<file path="src/rtl/multicycle_controller.sv">
// Multi-cycle FETCH/DECODE/EXECUTE/MEM/WRITEBACK sequencer with stall,
// halt/resume, program counter and retired-instruction counter.
module multicycle_controller #(
    parameter int                ADDR_W   = 8,
    parameter int                DATA_W   = 64,
    parameter logic [ADDR_W-1:0] RESET_PC = '0,
    parameter int                CNT_W    = 32
) (
    input  logic              clk,
    input  logic              rst,
    input  logic              mem_ready,
    input  logic [DATA_W-1:0] mem_rdata,
    output logic              mem_req,
    output logic              mem_we,
    output logic [ADDR_W-1:0] mem_addr,
    output logic [DATA_W-1:0] instr,
    input  logic              dec_load,
    input  logic              dec_store,
    input  logic              dec_branch,
    input  logic              dec_halt,
    input  logic              dec_write_reg,
    input  logic [DATA_W-1:0] alu_result,
    input  logic              branch_taken,
    output logic [DATA_W-1:0] alu_q,
    output logic [DATA_W-1:0] mem_data,
    output logic              reg_we,
    output logic              wb_sel,
    output logic [ADDR_W-1:0] pc,
    output logic [2:0]        phase,
    output logic              halted,
    input  logic              resume,
    output logic [CNT_W-1:0]  retired
);

    typedef enum logic [2:0] {
        S_FETCH   = 3'd0,
        S_DECODE  = 3'd1,
        S_EXECUTE = 3'd2,
        S_MEM     = 3'd3,
        S_WB      = 3'd4,
        S_HALT    = 3'd5
    } state_t;

    state_t            state;
    logic              retire;
    logic [ADDR_W-1:0] target;
    logic [ADDR_W-1:0] next_pc;

    always_comb begin
        retire = 1'b0;
        unique case (state)
            S_EXECUTE: retire = ~(dec_load | dec_store) & ~dec_write_reg;
            S_MEM:     retire = mem_ready & ~dec_load;
            S_WB:      retire = 1'b1;
            default:   retire = 1'b0;
        endcase
    end

    // Retiring straight out of EXECUTE must use the value being latched now.
    assign target  = (state == S_EXECUTE) ? alu_result[ADDR_W-1:0]
                                          : alu_q[ADDR_W-1:0];
    assign next_pc = (dec_branch & branch_taken) ? target
                                                 : pc + ADDR_W'(1);

    assign mem_req  = rst & ((state == S_FETCH) | (state == S_MEM));
    assign mem_we   = rst & (state == S_MEM) & dec_store & ~dec_load;
    assign mem_addr = (state == S_MEM) ? alu_q[ADDR_W-1:0] : pc;
    assign reg_we   = rst & (state == S_WB) & dec_write_reg;
    assign wb_sel   = dec_load;
    assign halted   = rst & (state == S_HALT);
    assign phase    = state;

    always_ff @(posedge clk or negedge rst) begin
        if (!rst) begin
            state    <= S_FETCH;
            pc       <= RESET_PC;
            instr    <= '0;
            alu_q    <= '0;
            mem_data <= '0;
            retired  <= '0;
        end else begin
            if (retire) begin
                pc      <= next_pc;
                retired <= retired + CNT_W'(1);
            end
            unique case (state)
                S_FETCH: begin
                    if (mem_ready) begin
                        instr <= mem_rdata;
                        state <= S_DECODE;
                    end
                end
                S_DECODE: begin
                    state <= dec_halt ? S_HALT : S_EXECUTE;
                end
                S_EXECUTE: begin
                    alu_q <= alu_result;
                    if (dec_load | dec_store)
                        state <= S_MEM;
                    else if (dec_write_reg)
                        state <= S_WB;
                    else
                        state <= S_FETCH;
                end
                S_MEM: begin
                    if (mem_ready) begin
                        if (dec_load) begin
                            mem_data <= mem_rdata;
                            state    <= S_WB;
                        end else begin
                            state <= S_FETCH;
                        end
                    end
                end
                S_WB: begin
                    state <= S_FETCH;
                end
                S_HALT: begin
                    if (resume) begin
                        pc      <= pc + ADDR_W'(1);
                        retired <= retired + CNT_W'(1);
                        state   <= S_FETCH;
                    end
                end
                default: state <= S_FETCH;
            endcase
        end
    end

endmodule

</file>
<file path="config.mk">
export PLATFORM = sky130hd
export DESIGN_NAME = multicycle_controller
export DESIGN_NICKNAME = d
export VERILOG_FILES = /design/src/rtl/multicycle_controller.sv
export SDC_FILE = /design/constraint.sdc
export NUM_CORES = 1
export LEC_CHECK = 0
export CAP_MARGIN = 20
export CORE_UTILIZATION = 44
export DETAILED_ROUTE_END_ITERATION = 7
export MAX_ROUTING_LAYER = met4
export PLACE_DENSITY = 0.87
export SLEW_MARGIN = 0
export SYNTH_ARGS = -nofsm -noshare
export SYNTH_HDL_FRONTEND = slang
export SYNTH_SLANG_ARGS = --single-unit
</file>
<file path="constraint.sdc">
create_clock -name clk -period 2.6 [get_ports clk]
set_clock_uncertainty 0.1 [all_clocks]
set_input_delay 0.52 -clock clk [delete_from_list [all_inputs] [get_ports clk]]
set_output_delay 0.52 -clock clk [all_outputs]
set_load 0.01 [all_outputs]
</file>
==> results.py, run 1 <==
metrics = {
    "setup_path": {
        "critical_path_required_ns": 1.98,
        "critical_path.slowest_cell": "dfrtp_1",
        "start_kind": "flip-flop",
        "worst_setup_path_end_kind": "output port",
        "crit_path_cell_trace": "nand3b_1 -> buf_12 -> buf_4 -> mux2_2 -> buf_2",
        "critical_path.max_fanout": 6,
        "criticalPathCategory": "flip-flop to output port",
        "cp_slowest_stage_delay_ns": 0.39,
        "crit_arrival_ns": 1.91,
    },
    "yosys": {
        "synthesis.nets": 795,
        "synth_area_leader_cell": "dfrtp_1",
        "yosys.cell_count.top_type": "dfrtp_1",
        "synth_area_per_cell_um2": 14.62,
        "synth_cell_types": 55,
        "ys_ff_latch": 235,
        "synth_warnings": 0,
        "asyncSetResetFlopFracSynth_pct": 100.0,
        "synth_common_cells": "dfrtp_1, mux2_2, nand2_1",
        "synth_sequential_area_ratio_pct": 61.42,
        "ys.flop_type": "dfrtp_1",
        "synth_top_cell_area_share_pct": 61.42,
        "synth-edff-count": 0,
        "post_synth_inst_count": 655,
        "mappedNetlistArea_um2": 9574,
        "synth.top_cells.by_area": "dfrtp_1, mux2_2, xor2_1",
    },
    "power": {
        "net_sw_share_pct": 31.20,
        "power.share.sequential_pct": 35.6,
        "internal_power_mw": 12.14,
        "powerDensity_nw_per_um2": 1197,
        "power.share.clock_pct": 20.5,
        "fin_total_pwr_mw": 17.65,
        "combPwrFrac_pct": 43.9,
        "max-vdd-ir-drop_uv": 740.1,
        "leakage_nw": 6.253,
        "switchingPower_mw": 5.506,
    },
    "timing": {
        "grt_setup_unrepaired": "no",
        "timing.max_slew.rel_slack_pct": 39.26,
        "max_freq_mhz": 395.8,
        "layout_worst_path_cycle_share_pct": 97.17,
        "post-route-min-period_ns": 2.526,
        "fin_tns_setup_ns": 0,
        "worst_slack_ns": 0.07366,
        "maxSlewViolCount": 0,
        "final-hold-violation-count": 0,
        "final-setup-viol-count": 0,
        "worst_slew_pin_slew_ns": 0.9111,
    },
    "cells_and_area": {
        "postLayoutCellArea_um2": 14740,
        "nets": 1209,
        "drive_above_1_share_pct": 26.59,
        "antenna_cells_inserted": 0,
        "area_overhead_vs_synth_pct": 54.00,
    },
    "die": {
        "initial_utilization_pct": 45.26,
        "die_area_um2": 22350,
        "num_rows": 53,
        "dieHeight_um": 149.5,
        "chip_width_um": 149.5,
        "core_um2": 21150,
        "io_pins": 386,
    },
    "clock_tree": {
        "clockRootBuffer": "clkbuf_16",
        "clock_sinks": 235,
        "worst_skew_pair.late_latency_ns": 0.53,
        "worst_setup_hold_path_clk_slew_ns": 0.06,
        "cts_buffers": 25,
        "ctsHtreeMaxLevel": 1,
        "cts-root-to-sink-buffers": 3,
        "cts_tree": "built",
    },
    "drt": {
        "dr_total_vias": 6971,
        "dr.pass1.iters": 4,
        "route.antenna.remaining_nets": 0,
        "vias_per_cell": 5.118,
        "routed_wirelength_um": 26760,
        "first_iter_violations": 267,
        "drt_drc_violations_left": 0,
        "routedWlPerCell_um": 19.65,
    },
    "global_routing": {
        "grt_pass1_wl_um": 40900,
        "initial_antenna_violation_count": 0,
        "grt_overflow": 0,
        "first_global_vias": 7329,
        "grt_max_degree": 74,
        "total_global_route_track_usage_pct": 24.33,
    },
    "worst_hold_path": {
        "min-delay-path-class": "input port to async pin",
    },
    "job": {
        "cap_violations": 0,
    },
    "placement": {
        "routabilityCongestion": 0.8142,
        "detailed_place.area_um2": 13880,
        "hpwlAfterDp_um": 19960,
        "preCtsSetupSlack_ns": 0.04886,
        "placement.io_buffers": 385,
    },
    "run_status": {
        "status": "completed",
    },
}
critical path, delay by kind of cell, from the launching register on:
| kind | cells | cell delay (ns) |
|---|---|---|
| muxes | 1 | 0.27 |
| DFF | 1 | 0.39 |
| buffers and inverters | 3 | 0.50 |
| and+or+nand+nor | 1 | 0.23 |
metrics by stage:
step | util (%) | hold slack (ns) | cells
2_1_floorplan | - | 0.1244 | 655
3_3_place_gp | 65.62 | 0.2378 | 1312
3_5_place_dp | 65.62 | 0.2381 | 1312
4_1_cts | 69.70 | 0.2929 | 1362
5_1_grt | 69.70 | 0.2951 | 1362
6_report | 69.70 | 0.2992 | 1362
state kept, by name (all words and copies together), names as in the netlist:
name	flops
instr	64
phase	3
pc	8
retired	32
mem_data	64
alu_q	64
placed cells by master, fill, tap and decap left out, types with 2 or more instances in the layout:
master             n
inv_1              7
xor2_1            18
xnor2_1           14
a21oi_1            9
buf_4             24
buf_2              3
nor3_1             7
ha_1               2
clkbuf_8           3
buf_12             6
clkdlybuf4s50_1  372
nand3_1           12
clkinv_2           8
a211oi_1           4
mux2_2           196
a31oi_1            4
nand2_1           27
nor3_2             4
bufinv_16          3
mux2i_1            2
o2111ai_1          2
o311ai_1           2
a21o_1             2
nand2b_1           2
and3_1             2
dlygate4sd2_1      8
nor4b_1            2
clkbuf_16         25
nor2b_1            5
clkbuf_1           4
nor2_1            23
o21ai_0            3
mux2_1             5
nand4_1            9
dfrtp_1          235
area by class of cell:
| type | count | area [um^2] |
|---|---|---|
| tap | 275 | 344.1 |
| clock buffer | 32 | 681.9 |
| multi-input combinational | 383 | 3500 |
| sequential | 235 | 5881 |
| fill | 1419 | 6410 |
| inverter | 7 | 26.28 |
| clock inverter | 13 | 157.7 |
| timing repair buffer | 417 | 4154 |
cells by family after synthesis:
family                     count (synthesis)  share of synthesized area [%]
AOI/OAI and AO/OA                         38                          3.032
buffers and inverters                     37                          2.143
xor gates and xnor gates                  32                          2.927
muxes                                    203                          23.85
DFF                                      235                          61.42
and+or+nand+nor                          108                          6.365
adders and majority gates                  2                         0.2613
repair_timing:
item,in CTS,in global routing
setup buffers,4,0
cloned,0,0
pin swaps,0,0
endpoints found under the setup margin,12,1
gates resized for setup,23,2
endpoints found under the hold margin,32,0
hold buffers,1,0
power groups by stage:
stage / logic [mW] / clock network, mW / registers (mW)
2_1_floorplan: 2.53 / 0 / 6.93
3_3_place_gp: 7.63 / 0 / 6.23
3_5_place_dp: 7.79 / 0 / 6.35
4_1_cts: 7.82 / 3.70 / 6.31
5_1_grt: 8.19 / 3.85 / 6.50
6_report: 7.74 / 3.62 / 6.29
path summary, 6_finish.rpt:
path	start	endpoint	depth (start not counted)	slack, ns
worst max-delay path	phase[2]	mem_addr[5]	5	0.07
worst min-delay path	rst	alu_q[12]	2	0.30
worst max register to register	phase[0]	alu_q[49]	5	0.32
worst min register to register	retired[31]	retired[31]	1	0.38
max in group asynchronous	rst	mem_data[1]	4	0.77
min in group clk	retired[31]	retired[31]	1	0.38
metal layers:
layer,vias to the layer above,GRT usage (%),wire (um),share of wire [%]
li1,3153,-,-,-
met1,3497,29.24,10460,39
met2,267,41.94,14020,52
met3,54,3.902,1566,5.9
met4,0,7.194,714,2.7
met5,-,-,0,0
Note: power is estimated with default switching activity, not from simulation.
==> run 2, diff against run 1 <==
--- a/config.mk
+++ b/config.mk
@@ -10,7 +10,7 @@
 export DETAILED_ROUTE_END_ITERATION = 7
 export MAX_ROUTING_LAYER = met4
 export PLACE_DENSITY = 0.87
-export SLEW_MARGIN = 0
+export SLEW_MARGIN = 20
 export SYNTH_ARGS = -nofsm -noshare
 export SYNTH_HDL_FRONTEND = slang
 export SYNTH_SLANG_ARGS = --single-unit
==> results of run 2 <==
Final layout, timing and power as in run 1 (identical DEF).
